$ cat src/rtl/toggle_event_serializer.sv
// Generic synchronous FIFO used as the event queue.
// Latency: an entry pushed at edge N is presented on pop_dat after edge N.
// Backpressure: push_rdy low when full, pop_vld low when empty; flush overrides push and pop.
module tes_fifo #(
    parameter int WIDTH = 8,
    parameter int DEPTH = 4
) (
    input  logic                       clk,
    input  logic                       rst_n,
    input  logic                       flush,
    input  logic                       push_vld,
    output logic                       push_rdy,
    input  logic [WIDTH-1:0]           push_dat,
    output logic                       pop_vld,
    input  logic                       pop_rdy,
    output logic [WIDTH-1:0]           pop_dat,
    output logic [$clog2(DEPTH+1)-1:0] count
);
    localparam int AW = (DEPTH > 1) ? $clog2(DEPTH) : 1;
    localparam int CW = $clog2(DEPTH + 1);

    logic [WIDTH-1:0] mem [DEPTH];
    logic [AW-1:0]    wr_ptr;
    logic [AW-1:0]    rd_ptr;
    logic             do_push;
    logic             do_pop;

    assign push_rdy = (count != CW'(DEPTH));
    assign pop_vld  = (count != '0);
    assign do_push  = push_vld && push_rdy && !flush;
    assign do_pop   = pop_rdy && pop_vld && !flush;
    assign pop_dat  = mem[rd_ptr];

    always_ff @(posedge clk) begin
        if (do_push) begin
            mem[wr_ptr] <= push_dat;
        end
    end

    // DEPTH is a power of two, so the pointers wrap naturally.
    always_ff @(posedge clk or negedge rst_n) begin
        if (!rst_n) begin
            wr_ptr <= '0;
            rd_ptr <= '0;
            count  <= '0;
        end else if (flush) begin
            wr_ptr <= '0;
            rd_ptr <= '0;
            count  <= '0;
        end else begin
            if (do_push) begin
                wr_ptr <= wr_ptr + 1'b1;
            end
            if (do_pop) begin
                rd_ptr <= rd_ptr + 1'b1;
            end
            if (do_push && !do_pop) begin
                count <= count + 1'b1;
            end else if (do_pop && !do_push) begin
                count <= count - 1'b1;
            end
        end
    end
endmodule

// Turns toggle-bank level changes into {channel, level} events sent as UART-style frames.
// Latency: change before E0 -> pending at E0, queued at E1, start bit driven from E2.
// Backpressure: full FIFO stalls pushes; repeated changes on a pending channel coalesce and set overflow.
module toggle_event_serializer #(
    parameter int NCH     = 6,
    parameter int DEPTH   = 4,
    parameter int BIT_DIV = 4
) (
    input  logic                       clk,
    input  logic                       rst_n,
    input  logic [NCH-1:0]             toggle_in,
    input  logic                       clear,
    output logic                       ser_out,
    output logic                       ser_busy,
    output logic [$clog2(DEPTH+1)-1:0] fifo_count,
    output logic                       overflow
);
    localparam int IW   = $clog2(NCH);
    localparam int EW   = IW + 1;
    localparam int CNTW = (BIT_DIV > 1) ? $clog2(BIT_DIV) : 1;
    localparam int BIW  = $clog2(EW);

    typedef enum logic [1:0] {
        ST_IDLE,
        ST_START,
        ST_DATA,
        ST_STOP
    } tx_state_t;

    logic [NCH-1:0]  prev;
    logic [NCH-1:0]  pending;
    logic [NCH-1:0]  chg;
    logic [NCH-1:0]  lowest;
    logic [NCH-1:0]  take;
    logic [IW-1:0]   sel_idx;
    logic            sel_level;
    logic            push_rdy;
    logic            push_fire;
    logic            pop_vld;
    logic [EW-1:0]   pop_dat;

    tx_state_t       state;
    logic [CNTW-1:0] bit_cnt;
    logic [BIW-1:0]  bit_idx;
    logic [EW-1:0]   shift;
    logic            bit_end;

    assign chg    = toggle_in ^ prev;
    // Two's-complement trick isolates the lowest set pending bit.
    assign lowest = pending & (~pending + 1'b1);

    always_comb begin
        sel_idx = '0;
        for (int i = NCH - 1; i >= 0; i--) begin
            if (pending[i]) begin
                sel_idx = IW'(i);
            end
        end
    end

    assign sel_level = |(toggle_in & lowest);
    assign push_fire = (|pending) && push_rdy;
    assign take      = push_fire ? lowest : '0;

    always_ff @(posedge clk or negedge rst_n) begin
        if (!rst_n) begin
            prev     <= '0;
            pending  <= '0;
            overflow <= 1'b0;
        end else if (clear) begin
            prev     <= toggle_in;
            pending  <= '0;
            overflow <= 1'b0;
        end else begin
            prev    <= toggle_in;
            pending <= (pending & ~take) | chg;
            // A channel taken this edge captured its current level, so nothing is lost there.
            if (|(chg & pending & ~take)) begin
                overflow <= 1'b1;
            end
        end
    end

    tes_fifo #(
        .WIDTH(EW),
        .DEPTH(DEPTH)
    ) u_evq (
        .clk      (clk),
        .rst_n    (rst_n),
        .flush    (clear),
        .push_vld (|pending),
        .push_rdy (push_rdy),
        .push_dat ({sel_idx, sel_level}),
        .pop_vld  (pop_vld),
        .pop_rdy  (state == ST_IDLE),
        .pop_dat  (pop_dat),
        .count    (fifo_count)
    );

    assign bit_end = (bit_cnt == CNTW'(BIT_DIV - 1));

    always_ff @(posedge clk or negedge rst_n) begin
        if (!rst_n) begin
            state    <= ST_IDLE;
            bit_cnt  <= '0;
            bit_idx  <= '0;
            shift    <= '0;
            ser_out  <= 1'b1;
            ser_busy <= 1'b0;
        end else if (clear) begin
            state    <= ST_IDLE;
            bit_cnt  <= '0;
            bit_idx  <= '0;
            ser_out  <= 1'b1;
            ser_busy <= 1'b0;
        end else begin
            bit_cnt <= bit_end ? '0 : bit_cnt + 1'b1;
            case (state)
                ST_IDLE: begin
                    bit_cnt <= '0;
                    if (pop_vld) begin
                        shift    <= pop_dat;
                        state    <= ST_START;
                        ser_out  <= 1'b0;
                        ser_busy <= 1'b1;
                    end
                end
                ST_START: begin
                    if (bit_end) begin
                        state   <= ST_DATA;
                        bit_idx <= '0;
                        ser_out <= shift[0];
                    end
                end
                ST_DATA: begin
                    if (bit_end) begin
                        if (bit_idx == BIW'(EW - 1)) begin
                            state   <= ST_STOP;
                            ser_out <= 1'b1;
                        end else begin
                            bit_idx <= bit_idx + 1'b1;
                            shift   <= shift >> 1;
                            ser_out <= shift[1];
                        end
                    end
                end
                ST_STOP: begin
                    if (bit_end) begin
                        state    <= ST_IDLE;
                        ser_busy <= 1'b0;
                    end
                end
                default: state <= ST_IDLE;
            endcase
        end
    end
endmodule
$ cat config.mk
export PLATFORM = sky130hd
export DESIGN_NAME = toggle_event_serializer
export DESIGN_NICKNAME = d
export VERILOG_FILES = /design/src/rtl/toggle_event_serializer.sv
export SDC_FILE = /design/constraint.sdc
export NUM_CORES = 1
export LEC_CHECK = 0
export ABC_AREA = 1
export ABC_CLOCK_PERIOD_IN_PS = 1700
export BUFFER_PORTS_ARGS = -buffer_cell sky130_fd_sc_hd__clkbuf_2
export CAP_MARGIN = 10
export CORE_UTILIZATION = 50
export CTS_CLUSTER_DIAMETER = 30
export DETAILED_ROUTE_END_ITERATION = 7
export PLACE_DENSITY = 0.76
export SETUP_SLACK_MARGIN = 0.5
export SLEW_MARGIN = 20
export SYNTH_ARGS = -nofsm -noshare
export SYNTH_HDL_FRONTEND = slang
export SYNTH_SLANG_ARGS = --single-unit
$ cat constraint.sdc
create_clock -name clk -period 1.7 [get_ports clk]
set_clock_uncertainty 0.05 [all_clocks]
set_input_delay 0.34 -clock clk [delete_from_list [all_inputs] [get_ports clk]]
set_output_delay 0.34 -clock clk [all_outputs]
set_load 0.03 [all_outputs]
==> impl_metrics.tcl <==
set metrics [dict create \
    max_slew.worst_pin.slew_ps 395 \
    antenna_cells 0 \
    status "finished with violations" \
    critical_path_class "reg -> reg" \
    vias 2445 \
    cap_violations 0 \
    syn_inst 272 \
    fmax_ghz 0.482 \
    finalSetupTns_ps -1410 \
    syn_to_final_growth_pct 54.4 \
    power_per_cell_area_nw_per_um2 1600 \
    slew_violations 0 \
    rr_worst_depth 12 \
    tritoncts "yes" \
    grt_antenna_before_repair 0 \
    clk_pin_slew_ps 100 \
    multi_input_area_um2 1410 \
    cp_common_cell "nand2_1" \
    max_slew_margin_pct 73.6 \
    syn_nets 292 \
    wl_per_cell_um 20.4 \
    drt_iter0_drc 224 \
    fp.dieArea_um2 5210 \
    max_stage_delay_ps 450 \
    place_hpwl_mm 3.56 \
    synth.avg_cell_area_um2 9.05 \
    violations "design-rule violations, negative setup slack" \
    yosys_warnings 0 \
    place.gp.congestion 0.843 \
    viasPerCell 5.81 \
    ir_drop_uv 1060 \
    setup_violations 12 \
    rows 25 \
    cp_slowest_cell "dfrtp_1" \
    clock-sinks 48 \
    insertion_delay_ps 320 \
    fillers 249 \
    grt_pass1_vias 2064 \
    grt_overflow 0 \
    min_path_cells 1 \
    grt_use_total_pct 24.6 \
    synth.distinct_cells 36 \
    crit_required_ps 1850 \
    period_share_pct 122 \
    ys_ff_latch 48 \
    syn_area_um2 2460 \
    cp-start-kind "flip-flop" \
    grt_pass1_wl_mm 9.51 \
    wirelength_mm 8.60 \
    die_w_um 72.2 \
    hold_viol_final 0 \
    grt_setup_unrepaired "true" \
    min_period_ps 2080 \
    drt-pass1-iter-count 7 \
    grt_max_degree 33 \
    worstPathArrival_ps 2230 \
    worst_slack_ps -376 \
    h-tree-depth 2 \
    clockBufferDepth 2 \
    cts-root-buf "clkbuf_8" \
    coreArea_um2 4720 \
    io_buffers 14 \
    fin_nets 373 \
    die_y_um 72.2 \
    post-route-drc-count 2 \
    hold_class "in -> reg" \
    critPathMaxFanout 2 \
    critPathCaptureType "flip-flop" \
    ant_nets 0 \
    start_util_pct 52.1 \
    ys_seq_area_share_pct 52.1 \
    cts_buffers 5 \
    seq_area_um2 1290 \
    drive_gt1_share_pct 49.2 \
    io_pins 15 \
    whs_ps 120 \
    worstPathCellList "inv_2, ha_4, nand2_4, nand2_4, nor2_4, fa_2, xnor2_2, inv_1, nand2_1, nand2_1, nand3_1, nand2_1" \
    leakagePower_nw 1.69 \
]
## synthesized netlist by cell type (all sizes together)
| cell type | count | area (um2) |
|---|---|---|
| o31ai | 1 | 7.51 |
| o21ai | 25 | 136 |
| inv | 38 | 143 |
| o211ai | 1 | 7.51 |
| xnor2 | 2 | 17.5 |
| nand2 | 46 | 180 |
| nor2 | 44 | 185 |
| edfxtp | 16 | 480 |
| ha | 10 | 125 |
| o21a | 1 | 7.51 |
| nand4 | 2 | 12.5 |
| nand3 | 18 | 100 |
| a21boi | 1 | 7.51 |
| nor3 | 3 | 26.3 |
| xor2 | 5 | 43.8 |
| nor4 | 1 | 6.26 |
| clkbuf | 1 | 3.75 |
| dfstp | 1 | 26.3 |
| o22ai | 1 | 6.26 |
| a32o | 1 | 10.0 |
| fa | 1 | 20.0 |
| or2 | 1 | 6.26 |
| o2111ai | 2 | 17.5 |
| buf | 3 | 27.5 |
| dfrtp | 31 | 776 |
| a21oi | 15 | 75.1 |
| nand3b | 1 | 7.51 |
## report_power, final
group / total [mW] / internal (mW) / switching (mW)
Clock: 0.853 / 0.438 / 0.416
Combinational: 3.53 / 1.60 / 1.92
Sequential: 1.72 / 1.49 / 0.229
Total: 6.10 / 3.53 / 2.57
## what timing repair did
item / in CTS / in global routing
setup endpoints to repair: 61 / 58
endpoints found under the hold margin: 31 / 0
gates resized for setup: 72 / 76
hold buffers: 1 / 0
setup buffers: 18 / 21
pin swaps: 35 / 46
## critical path: cells and delay by family (launching register included)
kind | cells | cell delay (ps)
buf+inv | 2 | 200
xor+xnor | 1 | 180
flops | 1 | 450
simple gates | 7 | 530
fa+ha+maj | 2 | 530
## final timing paths
path                                            from  slack [ps]                         end
worst max-delay path            state[0]$_DFFE_PN0P_        -380  u_evq.count[2]$_DFFE_PN0P_
worst min-delay path                    toggle_in[3]         120           prev[3]$_DFF_PN0_
worst max register to register  state[0]$_DFFE_PN0P_        -380  u_evq.count[2]$_DFFE_PN0P_
worst min register to register  bit_cnt[0]$_DFF_PN0_         410        bit_cnt[0]$_DFF_PN0_
max in group asynchronous                      rst_n         910         ser_out$_DFFE_PN1P_
min in group asynchronous                      rst_n         450        bit_cnt[0]$_DFF_PN0_
## cells in the final DEF, fill, tap and decap left out, types with 6 or more instances in the layout
master    synthesis  routed
inv_4             0       6
buf_6             2      26
buf_4             0      33
a21oi_1          15       8
nor2_4            2      19
o21ai_0          22       6
nand2_4           1       6
nand2_1          45      33
clkbuf_2          0       8
buf_8             0       7
ha_1             10       6
nor2_1           40      18
inv_2             2       7
nand2_2           0       7
edfxtp_1         16      16
nor2_2            2       7
inv_1            36      25
o21ai_1           2      13
nand3_1          16      10
dfrtp_1          31      28
## flip-flops by register name (all words and copies together) (netlist names), 3 cells and up
name         count
u_evq.mem       16
shift            4
prev             6
u_evq.count      3
pending          6
## metal layers
metal	global-route usage, %	part of all wire, %
met5	0	0
met4	15.9	7.7
met3	4.58	5.3
met2	42.0	53
met1	28.4	34
## metrics by stage
step	power [mW]	setup WS (ps)	instances	area [um2]	util, %
floorplan	2.97	-101	272	2540	-
global placement	3.49	-17.3	373	2850	60.4
detailed placement	3.57	-72.2	373	2850	60.4
CTS	4.88	-16.6	400	3350	70.9
global route	6.33	-435	421	3800	80.5
finish	6.10	-376	421	3800	80.5
## cell families after synthesis
kind of cell             after synthesis  synth area share (%)
AO/OA/AOI/OAI                         48                  11.2
XOR/XNOR                               7                  2.49
buffers and inverters                 42                  7.06
AND/OR/NAND/NOR                      116                  21.3
adder cells (fa/ha/maj)               11                  5.89
flip-flops                            48                  52.1
## area by class of cell
cell class,count,area share (%)
sequential,48,33.8
tap,67,2.20
multi-input combinational,182,37.1
timing repair buffer,78,19.9
clock inverter,2,0.921
clock buffer,6,1.91
inverter,38,4.15
Note: power is estimated with default switching activity, not from simulation.
